`src/rtl/hamming_code_pkg.sv`:
```
// Shared constants and FSM state type for the Hamming(15,11) transmit path.
package hamming_code_pkg;

  localparam int MSG_W      = 11;
  localparam int CW_W       = 15;
  localparam int FRAME_BITS = 17;
  localparam int N_PARITY   = 4;

  // Hamming positions (1-based) that carry parity rather than data.
  localparam int PARITY_POS [N_PARITY] = '{1, 2, 4, 8};

  typedef enum logic [2:0] {
    ST_IDLE,
    ST_ENCODE,
    ST_START,
    ST_DATA,
    ST_STOP
  } tx_state_e;

endpackage

```
`src/rtl/hamming_code_encoder.sv`:
```
// Pure combinational Hamming(15,11) even-parity encoder.
// Codeword bit i holds Hamming position i+1; parity sits at positions 1, 2, 4, 8.
module hamming_code_encoder
  import hamming_code_pkg::*;
(
  input  logic [MSG_W-1:0] data_i,
  output logic [CW_W-1:0]  codeword_o
);

  logic [CW_W-1:0] placed;

  // Data bits scattered over the non-power-of-two positions, parity slots zero.
  assign placed = {data_i[10:4], 1'b0, data_i[3:1], 1'b0, data_i[0], 2'b00};

  always_comb begin
    codeword_o = placed;
    for (int p = 0; p < N_PARITY; p++) begin
      for (int pos = 1; pos <= CW_W; pos++) begin
        if (((pos & PARITY_POS[p]) != 0) && (pos != PARITY_POS[p])) begin
          codeword_o[PARITY_POS[p]-1] = codeword_o[PARITY_POS[p]-1] ^ placed[pos-1];
        end
      end
    end
  end

endmodule

```
`src/rtl/hamming_code_encoder_tx.sv`:
```
// Hamming(15,11) encoder plus UART-style serialiser: start 0, codeword LSB first, stop 1.
// Handshake: a message is taken on any rising edge where msg_valid_en && msg_ready_en.
module hamming_code_encoder_tx
  import hamming_code_pkg::*;
#(
  parameter int CLKS_PER_BIT = 1
) (
  input  logic             clk_en,
  input  logic             rst_en,
  input  logic [MSG_W-1:0] msg_in_en,
  input  logic             msg_valid_en,
  output logic             msg_ready_en,
  output logic             msg_out_en,
  output logic             tx_done_en,
  output tx_state_e        dbg_state_en
);

  localparam int                BAUD_W    = (CLKS_PER_BIT > 1) ? $clog2(CLKS_PER_BIT) : 1;
  localparam logic [BAUD_W-1:0] BAUD_LAST = BAUD_W'(CLKS_PER_BIT - 1);
  localparam logic [3:0]        LAST_BIT  = 4'(CW_W - 1);

  tx_state_e         state_q, state_d;
  logic [BAUD_W-1:0] baud_q, baud_d;
  logic [3:0]        bit_q, bit_d;
  logic [MSG_W-1:0]  msg_q, msg_d;
  logic [CW_W-1:0]   cw_q, cw_d;
  logic              line_q, line_d;

  logic [CW_W-1:0]   cw_enc;
  logic              baud_last;
  logic [3:0]        bit_next;

  hamming_code_encoder u_encoder (
    .data_i     (msg_q),
    .codeword_o (cw_enc)
  );

  assign baud_last = (baud_q == BAUD_LAST);
  assign bit_next  = bit_q + 4'd1;

  always_ff @(posedge clk_en) begin
    if (rst_en) begin
      state_q <= ST_IDLE;
      baud_q  <= '0;
      bit_q   <= '0;
      msg_q   <= '0;
      cw_q    <= '0;
      line_q  <= 1'b1;
    end else begin
      state_q <= state_d;
      baud_q  <= baud_d;
      bit_q   <= bit_d;
      msg_q   <= msg_d;
      cw_q    <= cw_d;
      line_q  <= line_d;
    end
  end

  // line_d is the level for the state being entered, so the pin changes on the same edge as the FSM.
  always_comb begin
    state_d = state_q;
    baud_d  = baud_q;
    bit_d   = bit_q;
    msg_d   = msg_q;
    cw_d    = cw_q;
    line_d  = line_q;
    unique case (state_q)
      ST_IDLE: begin
        line_d = 1'b1;
        if (msg_valid_en) begin
          msg_d   = msg_in_en;
          state_d = ST_ENCODE;
        end
      end
      ST_ENCODE: begin
        cw_d    = cw_enc;
        baud_d  = '0;
        bit_d   = '0;
        line_d  = 1'b0;
        state_d = ST_START;
      end
      ST_START: begin
        if (baud_last) begin
          baud_d  = '0;
          bit_d   = '0;
          line_d  = cw_q[0];
          state_d = ST_DATA;
        end else begin
          baud_d = baud_q + BAUD_W'(1);
        end
      end
      ST_DATA: begin
        if (baud_last) begin
          baud_d = '0;
          if (bit_q == LAST_BIT) begin
            line_d  = 1'b1;
            state_d = ST_STOP;
          end else begin
            bit_d  = bit_next;
            line_d = cw_q[bit_next];
          end
        end else begin
          baud_d = baud_q + BAUD_W'(1);
        end
      end
      ST_STOP: begin
        if (baud_last) begin
          baud_d  = '0;
          line_d  = 1'b1;
          state_d = ST_IDLE;
        end else begin
          baud_d = baud_q + BAUD_W'(1);
        end
      end
      default: begin
        state_d = ST_IDLE;
        line_d  = 1'b1;
      end
    endcase
  end

  assign msg_ready_en = (state_q == ST_IDLE);
  assign tx_done_en   = (state_q == ST_STOP) && baud_last;
  assign msg_out_en   = line_q;
  assign dbg_state_en = state_q;

endmodule
```
`config.mk`:
```
export PLATFORM = sky130hd
export DESIGN_NAME = hamming_code_encoder_tx
export DESIGN_NICKNAME = d
export VERILOG_FILES = /design/src/rtl/hamming_code_pkg.sv /design/src/rtl/hamming_code_encoder.sv /design/src/rtl/hamming_code_encoder_tx.sv
export SDC_FILE = /design/constraint.sdc
export NUM_CORES = 1
export LEC_CHECK = 0
export BUFFER_PORTS_ARGS = -buffer_cell sky130_fd_sc_hd__buf_2
export CAP_MARGIN = 20
export CORE_MARGIN = 4
export CORE_UTILIZATION = 57
export CTS_CLUSTER_SIZE = 30
export DETAILED_ROUTE_END_ITERATION = 10
export GPL_TIMING_DRIVEN = 0
export PLACE_DENSITY_LB_ADDON = 0.2
export SYNTH_ARGS = -nofsm -noshare
export SYNTH_HDL_FRONTEND = slang
export SYNTH_SLANG_ARGS = --single-unit
```
`constraint.sdc`:
```
create_clock -name clk_en -period 2.36 [get_ports clk_en]
set_input_delay 0.236 -clock clk_en [delete_from_list [all_inputs] [get_ports clk_en]]
set_output_delay 0.236 -clock clk_en [all_outputs]
set_load 0.005 [all_outputs]
```
==> Word level (Yosys, flattened, before mapping) <==
Cells that the tools add are included.
{ "totals": {"reg_bits": 35, "latchBits": 0, "ram_bits": 0, "mem_bits_ro": 0, "input_bits": 14, "output_inout_bits": 6, "mem_count": 0} }
{ "classes": {"addsub": 2, "n_mul": 0, "n_div": 0, "order_cmp": 1, "eq_ne": 11, "shift": 0, "muxes": 19, "n_bitwise": 25, "n_reduce_logical": 9} }
{ "ops": {"columns": ["cell", "count"], "rows": [
  ["$xor 1x1->1", 24],
  ["$mux 3", 5],
  ["$pmux 3 s5", 1],
  ["$mux 4", 3],
  ["$ne 2x2->1 const B", 6],
  ["$pmux 4 s3", 1],
  ["$eq 3x2->1 const B", 2],
  ["$mux 1", 6],
  ["$lt 4x5->1 const B", 1],
  ["$reduce_and 5->1", 1],
  ["$add 4x1->4 const B", 1],
  ["$bmux 1 s4", 1],
  ["$eq 4x4->1 const B", 1],
  ["$pmux 1 s4", 1],
  ["$reduce_and 4->1", 1],
  ["$eq 3x1->1 const B", 1],
  ["$eq 3x3->1 const B", 1],
  ["$logic_not 3->1", 1],
  ["$reduce_and 3->1", 1],
  ["$reduce_bool 3->1", 1],
  ["$reduce_or 3->1", 1],
  ["$pmux 1 s2", 1],
  ["$reduce_and 2->1", 1],
  ["$reduce_bool 2->1", 1],
  ["3 further kinds", 3]
]} }

==> Longest topological paths before layout <==
{ "depth": {"word_depth": 6, "mapped_depth": 8, "depth_no_buf": 6} }

==> Hierarchy <==
Synthesis repeated with hierarchy kept, for this count alone.
{ "unflattened": {"cells_unflattened": 199, "hier_area_um2": 1754.2} }
{ "modules_own_cells": {"columns": ["mod", "instances", "cells_each", "area_each_um2", "seq_area_each_um2"], "rows": [
  ["hamming_code_encoder_tx", 1, 175, 1475.2, 680.7],
  ["hamming_code_encoder", 1, 24, 279.0, 0.0]
]} }

==> Least setup slack after synthesis <==
OpenSTA, ideal clock, no wires.
{ "synth_path": {"path_type": "reg-to-reg", "start": "reg bit_q[0]", "end": "reg line_q (netlist: msg_out_en)", "setup_ns": 0.117, "t_arrival_ns": 1.979, "required_ns": 2.243, "slack_ns": 0.265, "path_stages_with_launch": 8, "synth_period_minus_slack_ns": 2.095, "path_cell_list": "dfxtp_1 buf_6 inv_1 ha_1 mux2_4 a221o_1 a311o_1 o22a_1"} }
{ "synth_via": {"elab_chain_cells": 6, "elab_cells_between_ends": 7} }
{ "synth_rtl": {"columns": ["item", "line", "source"], "rows": [
  ["start: declaration", "hamming_code_encoder_tx.sv:24", "logic [3:0] bit_q, bit_d;"],
  ["start signal: assignment", "hamming_code_encoder_tx.sv:52", "bit_q <= bit_d;"],
  ["$add 4x1->4", "hamming_code_encoder_tx.sv:39", "assign bit_next = bit_q + 4'd1;"],
  ["$bmux 1 s4", "hamming_code_encoder_tx.sv:100", "line_d = cw_q[bit_next];"],
  ["$mux 1 (not written as such)", "hamming_code_encoder_tx.sv:100", null],
  ["$mux 1 (*)", "hamming_code_encoder_tx.sv:95", "if (bit_q == LAST_BIT) begin"],
  ["$mux 1 (*)", "hamming_code_encoder_tx.sv:93", "if (baud_last) begin"],
  ["$pmux 1 s4 (*)", "hamming_code_encoder_tx.sv:67", "unique case (state_q)"],
  ["end signal: assignment", "hamming_code_encoder_tx.sv:55", "line_q <= line_d;"],
  ["end: declaration", "hamming_code_encoder_tx.sv:27", "logic line_q, line_d;"]
]} }
Every way passes the cells marked *; elsewhere a longest branch is shown, timed or not. The select of a mux whose other input is x is not followed.
A chain may end at the register's enable or synchronous reset.

==> Final worst setup path <==
Ends and elaborated chain as after synthesis.

==> results by group <==
Run status
  • Status: completed

Final layout
  • Utilization after layout: 0.691
  • Final #Nets: 230
  • Number of diodes added for antenna fixing: 0
  • Top library cells by usage in the layout, fill and taps aside: 55 x sky130_fd_sc_hd__nand2_1, 34 x sky130_fd_sc_hd__dfxtp_1, 31 x sky130_fd_sc_hd__a21oi_1, 22 x sky130_fd_sc_hd__buf_2
  • Share of layout cells above drive strength 1: 0.167
  • Layout overhead on the synthesized area: 14.1%
  • Layout fillers: 255
  • Most common library cell in the layout ignoring fill and taps: sky130_fd_sc_hd__nand2_1

STA
  • Maximum clock skew at final layout: 0.00401 ns
  • Highest attainable clock frequency: 450 MHz
  • Minimum clock period after layout: 2.22 ns
  • RSZ-0062 raised after global routing: no
  • # setup viols final: 0
  • Count of pins over their slew limit: 0
  • Worst slew margin relative to its limit: 0.595
  • Fraction of the cycle the final worst path needs: 0.942
  • Worst-Margin Slew: 0.607 ns
  • Final hold slack: 0.111 ns
  • Aggregate negative setup slack: 0 ns
  • Endpoints failing hold: 0

Placed design
  • Estimated wirelength of the detail-placed design: 2530 µm
  • Final GP Congestion: 0.865
  • Number of port buffers: 18

Synthesis
  • Share of Yosys cell area claimed by the top area cell type: 0.404
  • Flop and latch count out of synthesis: 34
  • Post-Synthesis Net Count: 205
  • Portion of the post-synthesis area used by sequential elements: 0.404
  • Leading cell types by total area after synthesis: sky130_fd_sc_hd__dfxtp_1 40%, sky130_fd_sc_hd__nand2_1 12%, sky130_fd_sc_hd__a21oi_1 9.2%, sky130_fd_sc_hd__xnor3_1 8.0%, sky130_fd_sc_hd__mux4_1 3.1%
  • Number of warning messages in the yosys log: 0
  • Avg Inst Size Synth: 8.92 µm²
  • Total standard cell area after synthesis: 1690 µm²
  • Number of library cell types mapped by synthesis: 35
  • Number of instances in the synthesized netlist: 189
  • Cell type with the highest aggregate area in the netlist: sky130_fd_sc_hd__dfxtp_1

Routing
  • Routed wire length per instance: 13.8 µm
  • Length of the first detailed-routing pass in iterations: 6
  • Via count: 1360
  • DR vias/cell: 5.53
  • Routed Wire Length: 3400 µm
  • Detailed Route Iter0 Violations: 62
  • Residual DRC count: 0
  • Number of routed nets with antenna violations: 0

Setup path
  • Arrival time of data at the critical path endpoint: 2.48 ns
  • FF-to-FF path depth: 7
  • Top cell family by delay on the critical path: compound AO/OA/AOI/OAI gates
  • Worst reg2reg path startpoint: bit_q[0]$_SDFFE_PP0P_
  • Ordered cell list for the critical path: buf_6, inv_1, ha_2, mux2_4, a221o_1, a311o_1, o22a_1
  • Total number of cells along the worst setup path: 7
  • Crit Path Max Fanout: 9
  • Worst Path Class, Setup: register to register
  • Worst setup path startpoint: bit_q[0]$_SDFFE_PP0P_
  • Max incr delay on CP: 0.40 ns
  • Max stage delay cell, worst path: sky130_fd_sc_hd__ha_2
  • Crit path capture type: register
  • Crit path buffers/inverters: 2
  • Required time of the critical path: 2.62 ns
  • Element type at the critical path start: register

Clock network
  • Max Buffers Root-to-Sink: 2
  • Clock tree from TritonCTS: done
  • Post-CTS setup buffers: 0
  • Number of buffers added by the clock tree synthesis step: 5
  • Post-CTS clock slew at the launch and capture registers of the worst setup and hold paths: 0.11 ns
  • H-tree Lvls: 2
  • Clock Latency Late Sink: 0.35 ns
  • Num Clock Sinks: 34
  • Clock root buffer master: sky130_fd_sc_hd__clkbuf_4

GRT
  • Vias in the first global route: 1345
  • Pin count of the biggest net entering global routing: 13
  • Initial antenna violation count: 0
  • Gr usage total: 0.189
  • First-pass GRT wire length: 5850 µm
  • Total congestion overflow: 0

Pwr
  • Internal power contribution: 0.00106 W
  • Switching part of the total: 0.245
  • Leakage power of the design: 0.813 nW
  • VDD IR max: 0.000994 V
  • Combinational fraction of design power: 0.161
  • Sequential share of power: 0.449
  • Total power per unit cell area: 731 nW/µm²
  • Clock power frac: 0.390
  • Power dissipated by switching net loads: 0.000345 W

Min path
  • Launch point of the worst hold path: msg_in_en[3]
  • Number of instances on the worst hold path: 3
  • Min-delay worst type: primary input to register

Die
  • Area enclosed by the die boundary: 3890 µm²
  • Starting density of the core: 0.606
  • Io pins: 20
  • Row cnt: 19
  • Placeable core region: 2780 µm²
  • Die Y-Extent: 62.4 µm
  • Horizontal extent of the die: 62.4 µm

Job
  • Max cap viols: 0
metrics by stage:
stage / total power (W) / worst slack (ns) / instances / cell area, µm²
finish: 0.00141 / 0.138 / 246 / 1920
global route: 0.00148 / 0.0467 / 246 / 1920
CTS: 0.00141 / 0.0854 / 246 / 1920
detailed placement: 0.000871 / 0.100 / 238 / 1810
global placement: 0.000863 / 0.154 / 238 / 1810
floorplan: 0.000816 / 0.265 / 189 / 1690
repair_timing:
action                                  in CTS  in global routing
endpoints found under the setup margin       0                  1
gates resized for setup                      0                  1
endpoints found under the hold margin        0                  0
hold buffers                                 0                  0
power groups by stage:
stage / clock, W / sequential (W) / combinational [W]
after global placement: 0 / 0.000643 / 0.000220
final: 0.000548 / 0.000632 / 0.000227
after CTS: 0.000553 / 0.000632 / 0.000227
after global routing: 0.000590 / 0.000638 / 0.000250
after detailed placement: 0 / 0.000645 / 0.000225
after floorplan: 0 / 0.000639 / 0.000177
cell families after synthesis:
| family | Yosys count | synth area share |
|---|---|---|
| buffers and inverters | 14 | 0.0393 |
| DFF | 34 | 0.404 |
| adders and majority gates | 2 | 0.0148 |
| xor gates and xnor gates | 15 | 0.145 |
| and+or+nand+nor | 81 | 0.212 |
| muxes | 5 | 0.0594 |
| AOI/OAI and AO/OA | 38 | 0.125 |
final timing paths:
kind / to / slack, ns
worst min-delay path: msg_q[3]$_SDFFE_PP0P_ / 0.11
worst max-delay path: msg_out_en$_SDFF_PP1_ / 0.14
worst max register to register: msg_out_en$_SDFF_PP1_ / 0.14
worst min register to register: cw_q[7]$_SDFFE_PP0P_ / 0.46
registers in the layout (all words and copies together) (netlist names):
signal,flops
cw_q,15
msg_q,11
bit_q,4
dbg_state_en,3
msg_out_en,1
cell usage after synthesis:
cell and number:
sky130_fd_sc_hd__o21ai_0 2, sky130_fd_sc_hd__a2111oi_0 1, sky130_fd_sc_hd__nor2b_1 4, sky130_fd_sc_hd__xnor2_1 6
sky130_fd_sc_hd__nand3_1 1, sky130_fd_sc_hd__nand3b_1 2, sky130_fd_sc_hd__clkbuf_1 6, sky130_fd_sc_hd__xor3_1 2
sky130_fd_sc_hd__nand2b_1 1, sky130_fd_sc_hd__inv_1 1, sky130_fd_sc_hd__and3_1 2, sky130_fd_sc_hd__mux2i_1 1
sky130_fd_sc_hd__a21oi_1 31, sky130_fd_sc_hd__buf_1 1, sky130_fd_sc_hd__a221o_1 1, sky130_fd_sc_hd__mux4_1 2
sky130_fd_sc_hd__nor2_1 5, sky130_fd_sc_hd__mux2_4 1, sky130_fd_sc_hd__or3b_2 1, sky130_fd_sc_hd__nor3_1 5
sky130_fd_sc_hd__o22a_1 1, sky130_fd_sc_hd__xor2_1 1, sky130_fd_sc_hd__clkbuf_2 1, sky130_fd_sc_hd__xnor3_1 6
sky130_fd_sc_hd__and2_1 3, sky130_fd_sc_hd__nand2_1 55, sky130_fd_sc_hd__ha_1 2, sky130_fd_sc_hd__dfxtp_1 34
sky130_fd_sc_hd__a311o_1 1, sky130_fd_sc_hd__or3b_1 1, sky130_fd_sc_hd__buf_6 1, sky130_fd_sc_hd__buf_2 4
sky130_fd_sc_hd__a211o_1 1, sky130_fd_sc_hd__nor3b_1 1, sky130_fd_sc_hd__mux4_2 1
tightest hold or removal path, stage by stage:
cell                      delay, ns
sky130_fd_sc_hd__buf_2         0.09
sky130_fd_sc_hd__nand2_1       0.05
sky130_fd_sc_hd__a21oi_1       0.05
cell type report:
type                    instances  area [µm²]  area share
well taps                      31        38.8      0.0202
flip-flops and latches         34         681       0.354
clock buffers                   5        37.5      0.0195
plain buffers                  13        62.6      0.0325
inverters                       1        3.75     0.00195
clock inverters                 3        68.8      0.0358
multi-input cells             141         941       0.489
repair buffers                 18        90.1      0.0468
routing by layer:
layer	vias up	part of all wire	global-route usage
li1	691	-	-
met1	618	0.42	0.223
met2	40	0.50	0.307
met3	11	0.053	0.0612
met4	0	0.029	0.0928
met5	-	0	0
Note: power is estimated with default switching activity, not from simulation.
